`src/rtl/ledpanel_scan_driver.sv`:
```
// ledpanel_scan_driver: HUB75-style RGB LED matrix scanner.
// Reads pixel planes from a framebuffer RAM with a 1-cycle synchronous read.
// Each plane of each row is handled in order: shift out the row data, blank, latch, then
// display. The display time doubles with each plane, which gives binary-code modulation.
// The frame_done pulse is high in the last DISPLAY cycle of a frame. Enable and the bank
// select are sampled only at frame boundaries, so a frame is never torn.
// Optional feature macro: LEDPANEL_DBLBUF_EN. When it is defined, the fb_addr MSB is the
// bank bit, taken from buf_sel at each frame start. When it is undefined, there is a single
// framebuffer, the fb_addr MSB is 0 and buf_sel is ignored.
// dbg_state exposes the FSM state for checkers.
module ledpanel_scan_driver #(
    parameter int COLS       = 32,
    parameter int ROW_ADDR_W = 4,
    parameter int PWM_BITS   = 4,
    parameter int CLK_DIV    = 4,
    parameter int BASE_ON    = 8,
    localparam int COL_W     = $clog2(COLS),
    localparam int AW        = 1 + ROW_ADDR_W + COL_W
) (
    input  logic                    ACLK,
    input  logic                    ARESETN,
    input  logic                    enable,
    input  logic                    buf_sel,
    output logic [AW-1:0]           fb_addr,
    input  logic [6*PWM_BITS-1:0]   fb_rdata,
    output logic                    panel_r0,
    output logic                    panel_g0,
    output logic                    panel_b0,
    output logic                    panel_r1,
    output logic                    panel_g1,
    output logic                    panel_b1,
    output logic                    panel_clk,
    output logic                    panel_lat,
    output logic                    panel_oe_n,
    output logic [ROW_ADDR_W-1:0]   panel_row,
    output logic                    frame_done,
    output logic                    busy,
    output logic [2:0]              dbg_state
);

    localparam int PH_W   = (CLK_DIV > 1) ? $clog2(CLK_DIV) : 1;
    localparam int PL_W   = (PWM_BITS > 1) ? $clog2(PWM_BITS) : 1;
    localparam int ON_MAX = BASE_ON << (PWM_BITS - 1);
    localparam int ON_W   = $clog2(ON_MAX + 1);

    typedef enum logic [2:0] {
        S_IDLE    = 3'd0,
        S_SHIFT   = 3'd1,
        S_BLANK   = 3'd2,
        S_LATCH   = 3'd3,
        S_DISPLAY = 3'd4
    } state_t;

    state_t                 state_q, state_d;
    logic [COL_W-1:0]       col_q, col_d;
    logic [PH_W-1:0]        ph_q, ph_d;
    logic [PL_W-1:0]        plane_q, plane_d;
    logic [ROW_ADDR_W-1:0]  row_q, row_d;
    logic [ON_W-1:0]        on_q, on_d;
    logic                   bank_q, bank_d;
    logic [5:0]             rgb_q, rgb_d;
    logic [ROW_ADDR_W-1:0]  panel_row_q;

    logic                   sel_in;
    logic [ON_W-1:0]        on_len;
    logic                   last_ph, last_col, last_on, last_plane, last_row;
    logic                   frame_end;

`ifdef LEDPANEL_DBLBUF_EN
    assign sel_in = buf_sel;
`else
    // Single framebuffer: the bank bit stays 0 and buf_sel has no effect.
    logic unused_buf_sel;
    assign unused_buf_sel = buf_sel;
    assign sel_in = 1'b0;
`endif

    assign on_len     = ON_W'(BASE_ON) << plane_q;
    assign last_ph    = (ph_q == PH_W'(CLK_DIV - 1));
    assign last_col   = (col_q == COL_W'(COLS - 1));
    assign last_on    = (on_q == on_len - ON_W'(1));
    assign last_plane = (plane_q == PL_W'(PWM_BITS - 1));
    assign last_row   = (row_q == {ROW_ADDR_W{1'b1}});
    assign frame_end  = (state_q == S_DISPLAY) && last_on && last_plane && last_row;

    // State and scan counters; async reset returns everything to IDLE/zero.
    always_ff @(posedge ACLK or negedge ARESETN) begin
        if (!ARESETN) begin
            state_q <= S_IDLE;
            col_q   <= '0;
            ph_q    <= '0;
            plane_q <= '0;
            row_q   <= '0;
            on_q    <= '0;
            bank_q  <= 1'b0;
        end else begin
            state_q <= state_d;
            col_q   <= col_d;
            ph_q    <= ph_d;
            plane_q <= plane_d;
            row_q   <= row_d;
            on_q    <= on_d;
            bank_q  <= bank_d;
        end
    end

    // Next-state and counter sequencing for shift/blank/latch/display.
    always_comb begin
        state_d = state_q;
        col_d   = col_q;
        ph_d    = ph_q;
        plane_d = plane_q;
        row_d   = row_q;
        on_d    = on_q;
        bank_d  = bank_q;
        unique case (state_q)
            S_IDLE: begin
                col_d   = '0;
                ph_d    = '0;
                plane_d = '0;
                row_d   = '0;
                on_d    = '0;
                if (enable) begin
                    bank_d  = sel_in;
                    state_d = S_SHIFT;
                end
            end
            S_SHIFT: begin
                if (last_ph) begin
                    ph_d = '0;
                    if (last_col) begin
                        col_d   = '0;
                        state_d = S_BLANK;
                    end else begin
                        col_d = col_q + COL_W'(1);
                    end
                end else begin
                    ph_d = ph_q + PH_W'(1);
                end
            end
            S_BLANK: begin
                state_d = S_LATCH;
            end
            S_LATCH: begin
                on_d    = '0;
                state_d = S_DISPLAY;
            end
            S_DISPLAY: begin
                if (last_on) begin
                    on_d = '0;
                    if (last_plane) begin
                        plane_d = '0;
                        row_d   = row_q + ROW_ADDR_W'(1);
                        if (last_row) begin
                            // Frame boundary: resample bank and enable, no gap.
                            bank_d  = sel_in;
                            state_d = enable ? S_SHIFT : S_IDLE;
                        end else begin
                            state_d = S_SHIFT;
                        end
                    end else begin
                        plane_d = plane_q + PL_W'(1);
                        state_d = S_SHIFT;
                    end
                end else begin
                    on_d = on_q + ON_W'(1);
                end
            end
            default: begin
                state_d = S_IDLE;
            end
        endcase
    end

    // Pick bit[plane] of every colour channel from the read data.
    always_comb begin
        rgb_d = '0;
        for (int i = 0; i < 6; i++) begin
            rgb_d[5-i] = fb_rdata[(5-i)*PWM_BITS + int'(plane_q)];
        end
    end

    // Colour bits are captured in phase 1 (read data valid) and held until the next column.
    always_ff @(posedge ACLK or negedge ARESETN) begin
        if (!ARESETN) begin
            rgb_q <= '0;
        end else if (state_q == S_SHIFT && ph_q == PH_W'(1)) begin
            rgb_q <= rgb_d;
        end
    end

    // The row address moves to the row being latched, so it matches the displayed data.
    always_ff @(posedge ACLK or negedge ARESETN) begin
        if (!ARESETN) begin
            panel_row_q <= '0;
        end else if (state_q == S_LATCH) begin
            panel_row_q <= row_q;
        end
    end

    assign fb_addr    = {bank_q, row_q, col_q};
    assign {panel_r0, panel_g0, panel_b0, panel_r1, panel_g1, panel_b1} = rgb_q;
    assign panel_clk  = (state_q == S_SHIFT) && last_ph;
    assign panel_lat  = (state_q == S_LATCH);
    assign panel_oe_n = (state_q != S_DISPLAY);
    assign panel_row  = panel_row_q;
    assign frame_done = frame_end;
    assign busy       = (state_q != S_IDLE);
    assign dbg_state  = state_q;

endmodule

```
`config.mk`:
```
export PLATFORM = sky130hd
export DESIGN_NAME = ledpanel_scan_driver
export DESIGN_NICKNAME = d
export VERILOG_FILES = /design/src/rtl/ledpanel_scan_driver.sv
export SDC_FILE = /design/constraint.sdc
export NUM_CORES = 1
export LEC_CHECK = 0
export ABC_AREA = 1
export BUFFER_PORTS_ARGS = -buffer_cell sky130_fd_sc_hd__buf_2
export CORE_UTILIZATION = 45
export DETAILED_ROUTE_END_ITERATION = 12
export PLACE_DENSITY = 0.7
export REMOVE_ABC_BUFFERS = 1
export SETUP_SLACK_MARGIN = 0.02
export SKIP_LAST_GASP = 1
export SLEW_MARGIN = 30
export SYNTH_ARGS = -nofsm -noshare
export SYNTH_HDL_FRONTEND = slang
export SYNTH_SLANG_ARGS = --single-unit
```
`constraint.sdc`:
```
create_clock -name ACLK -period 3.98 [get_ports ACLK]
set_input_delay 0.597 -clock ACLK [delete_from_list [all_inputs] [get_ports ACLK]]
set_output_delay 0.597 -clock ACLK [all_outputs]
set_load 0.02 [all_outputs]
```
Yosys cells after proc, flatten, opt, wreduce, memory -nomap -nowiden
Cells that the tools add are included.
{"block": "totals", "ff_bits": 34, "in_bits": 28, "word_cells": 103}
{"block": "op_classes", "n_addsub": 11, "order_cmp": 6, "eq_ne": 17, "shift": 1, "mux": 43, "n_reduce_logical": 16}
{"op": "1-bit binary-select mux with 5-bit select", "n": 5}
{"op": "1-bit 2-to-1 mux", "n": 17}
{"op": "3-bit 2-to-1 mux", "n": 5}
{"op": "3-bit one-hot mux with 5 select lines", "n": 1}
{"op": "7-bit one-hot mux with 2 select lines", "n": 1}
{"op": "5-bit by 2-bit adder with 6-bit output (first input constant)", "n": 2}
{"op": "5-bit by 6-bit less-than comparator with 1-bit output (second input constant)", "n": 2}
{"op": "6-bit less-than comparator (second input constant)", "n": 2}
{"op": "2-bit inequality test (second input constant)", "n": 6}
{"op": "4-bit by 2-bit adder with 5-bit output (first input constant)", "n": 2}
{"op": "5-bit 2-to-1 mux", "n": 2}
{"op": "5-bit one-hot mux with 2 select lines", "n": 1}
{"op": "4-bit 2-to-1 mux", "n": 2}
{"op": "2-bit one-hot mux with 2 select lines", "n": 2}
{"op": "4-bit one-hot mux with 2 select lines", "n": 1}
{"op": "7-bit by 1-bit adder with 7-bit output (second input constant)", "n": 1}
{"op": "7-bit equality test", "n": 1}
{"op": "7-bit 2-to-1 mux", "n": 1}
{"op": "4-bit by 2-bit left shift with 7-bit output (first input constant)", "n": 1}
{"op": "7-bit by 1-bit subtractor with 7-bit output (second input constant)", "n": 1}
{"op": "3-bit by 2-bit equality test with 1-bit output (second input constant)", "n": 2}
{"op": "2-bit by 6-bit less-than comparator with 1-bit output (second input constant)", "n": 1}
{"op": "4-bit by 6-bit less-than comparator with 1-bit output (second input constant)", "n": 1}
{"op": "2-bit 2-to-1 mux", "n": 3}
{"op": "other kinds (22)", "n": 31}

Longest topological paths before layout
{"block": "logic_depth", "word_depth": 6, "depth_mapped": 13}

Least setup slack after synthesis
OpenSTA, ideal clock, no wires.
{"block": "synth_path", "kind": "flip-flop to output port", "start": "reg plane_q[0]", "end": "out frame_done", "arrival_ns": 1.671, "setup_slack_ns": 1.712, "stages_incl_launch_ff": 11, "cell_sequence": "dfrtp_1 -> inv_1 -> buf_2 -> ha_1 -> inv_1 -> nand2_1 -> nand2_1 -> nand3_1 -> nor2_2 -> nand2_1 -> nor2_1"}
{"block": "synth_between", "elab_chain_len": 6, "elab_cells_between_ends": 7, "classes_between": "1 x add/sub; 2 x eq/ne; 1 x shift; 3 x reduce/logical"}
{"element": "start, declared", "line": "57", "text": "logic [PL_W-1:0] plane_q, plane_d;"}
{"element": "start signal, assigned", "line": "100", "text": "plane_q <= plane_d;"}
{"element": "4-bit by 2-bit left shift with 7-bit output", "line": "78", "text": "assign on_len = ON_W'(BASE_ON) << plane_q;"}
{"element": "7-bit by 1-bit subtractor with 7-bit output", "line": "81", "text": "assign last_on = (on_q == on_len - ON_W'(1));"}
{"element": "7-bit equality test", "line": "81"}
{"element": "1-bit logical AND", "line": "84", "text": "assign frame_end = (state_q == S_DISPLAY) && last_on && last_plane && last_row;"}
{"element": "1-bit logical AND * (2 in series)", "line": "84"}
{"element": "end, declared", "line": "36", "text": "output logic frame_done,"}
Every way passes the cells marked *; elsewhere a longest branch is shown, timed or not.

Worst setup path in the final report
Same ends and word-level chain as after synthesis.

==> results.toml <==
[floorplan]
fp.dieH_microns = 69.90
ioPinCount = 56
start_util = 0.4732
dieArea_sq_um = 4885
die_w_microns = 69.90
core_area_sq_um = 4384
rows = 24

[cts]
clk_pin_slew_ns = 0.07
ctsResizeCount = 0
htreeDepth = 2
cts_made_buffers = 5
clock_sinks = 33
clockBufferDepth = 2
postCtsHoldBufs = 0
insertion_delay_ns = 0.28
cts_tree = "built"
clock_tree.root_cell = "clkbuf_8"
post_cts_buffers = 0

[sta]
finalCritPeriodShare = 0.7712
grt_setup_unrepaired = "false"
clock.fmax_mhz = 325.8
finalSetupViolations = 0
final_max_slew_viol_count = 0
tns_ns = 0
maxSlewHeadroom = 0.5132
hold_violations = 0
fin_crit_ns = 3.070
worst_pin_slew_ns = 0.7302
finalClockSkew_ns = 0.003869
holdWs_ns = 0.3716

[layout]
antenna_cells = 0
layout_common_cells = "nand2_1 (56), buf_2 (53), dfrtp_1 (33)"
fin_area_sq_um = 2455
syn_to_final_growth_pct = 18.34
layout_commonest_cell = "nand2_1"
drive_above_1_share = 0.2903
final_net_count = 347

[drt]
drt-initial-drc-count = 90
antenna_left = 0
drc = 0
drt-total-wl_microns = 4186
viasPerCell = 5.083
dr.pass1.iters = 4
routed-via-count = 1840
post_drt_wl_per_cell_microns = 11.56

[power]
power.density_nw_per_um2 = 251.5
power_mw = 0.6175
power_leakage_nw = 1.314
peakVddDrop_v = 0.0001926

[setup_path]
arrival_ns = 2.47
crit_required_ns = 3.38
worst_setup_path_end_kind = "output pin"
critical_path_class = "flip-flop to output pin"
start_kind = "flip-flop"
critical_path.max_fanout = 18
reg2reg_setup_slack_ns = 1.70

[synthesis]
synthFlopType = "dfrtp_1"
ys_seq_area_frac = 0.3981
synth_edf_count = 0
ys_ff_latch = 33
synthCells = 254
yosysUniqueCellTypes = 32
synth_area_sq_um = 2074
yosys-top-cells-area = "dfrtp_1 (40%), nand2_1 (10%), ha_1 (6.0%), nor2_1 (5.1%), nand3_1 (4.6%)"
synth_top_area_share = 0.3981
synth_top_cell_by_area = "dfrtp_1"
ys_async_sr_fraction = 1.000
yosysWarningCount = 0
avgSynthCellArea_sq_um = 8.167

[global_routing]
grt_max_degree = 34
grt_antenna_before_repair = 0
grt_pass1_wl_microns = 7210
grt_util_all_layers = 0.1822
grt-ovfl-total = 0
grt_pass1_vias = 1657

[placed_design]
portBuffers = 53
dpl-instance-area_sq_um = 2369
place_hpwl_microns = 3148
gp_congestion = 0.8288

[worst_hold_path]
hp-class = "input port to async pin"

[outcome]
status = "finished clean"

[flow_run]
cap_viol_max_count = 0
-- cells in the mapped netlist, drive strengths merged, types with 2 or more instances --
library cell / n
inv: 32
nand4: 3
buf: 5
a21oi: 3
nor2: 37
o21ai: 21
mux2: 6
o31ai: 2
nor3: 4
o22ai: 11
dfrtp: 33
nand3: 19
ha: 10
xor2: 5
nand2: 60
-- cells by family (layout without fill, tap and decap cells) --
logic type / count (synthesis) / in the layout / share of synthesized area
xor gates and xnor gates: 6 / 6 / 0.02533
buffers and inverters: 37 / 93 / 0.07660
and+or+nand+nor: 123 / 123 / 0.2973
AOI/OAI and AO/OA: 38 / 38 / 0.1080
other: 1 / 1 / 0.001808
muxes: 6 / 6 / 0.03257
adders and majority gates: 10 / 10 / 0.06031
DFF: 33 / 33 / 0.3981
-- stage by stage --
stage,util,setup slack (ns),cells
after floorplan,-,1.557,249
after global placement,0.5402,1.222,354
after detailed placement,0.5402,1.187,354
after CTS,0.5599,0.8762,362
after global routing,0.5599,0.6303,362
final,0.5599,0.9104,362
-- where the power goes --
part / internal (mW) / switching, mW
clock network: 0.121 / 0.125
logic: 0.0146 / 0.0178
registers: 0.338 / 0.00137
-- critical path, stage by stage, from the launching register on --
cell and delay, ns:
dfrtp_1 0.65, inv_1 0.30, ha_1 0.33, inv_1 0.09
nand2_1 0.05, nand2_1 0.06, nand3_1 0.08, nor2_2 0.17
nand2_1 0.12, nor2_1 0.15, buf_2 0.19
-- metal layers --
| layer | part of all wire | wire length (microns) | GRT usage | vias to the layer above |
|---|---|---|---|---|
| li1 | - | - | - | 939 |
| met3 | 0.063 | 265 | 0.05051 | 2 |
| met2 | 0.46 | 1908 | 0.2938 | 58 |
| met5 | 0 | 0 | 0 | - |
| met1 | 0.48 | 1989 | 0.2423 | 841 |
| met4 | 0.0055 | 23 | 0.04667 | 0 |
-- registers in the layout, summed over array words and instances, names as in the netlist --
name / count
on_q: 7
rgb_q: 6
col_q: 5
panel_row: 4
row_q: 4
dbg_state: 3
ph_q: 2
plane_q: 2
-- area by class of cell --
cell class / count / area [sq um]
fillers: 426 / 1929
multi-input cells: 184 / 1090
flip-flops and latches: 33 / 825.8
repair buffers: 53 / 265.3
inverters: 32 / 122.6
clock buffers: 5 / 68.82
well taps: 52 / 65.06
clock inverters: 3 / 17.52
-- path summary, 6_finish.rpt --
path,endpoint,from,depth (start not counted)
setup / recovery,frame_done,plane_q[0],10
min in group ACLK,panel_row[2],panel_row[2],2
hold / removal,on_q[2],ARESETN,1
max in group asynchronous,on_q[4],ARESETN,1
hold reg to reg,panel_row[2],panel_row[2],2
setup reg to reg,row_q[1],plane_q[0],12
(Power assumes the default switching activity.)
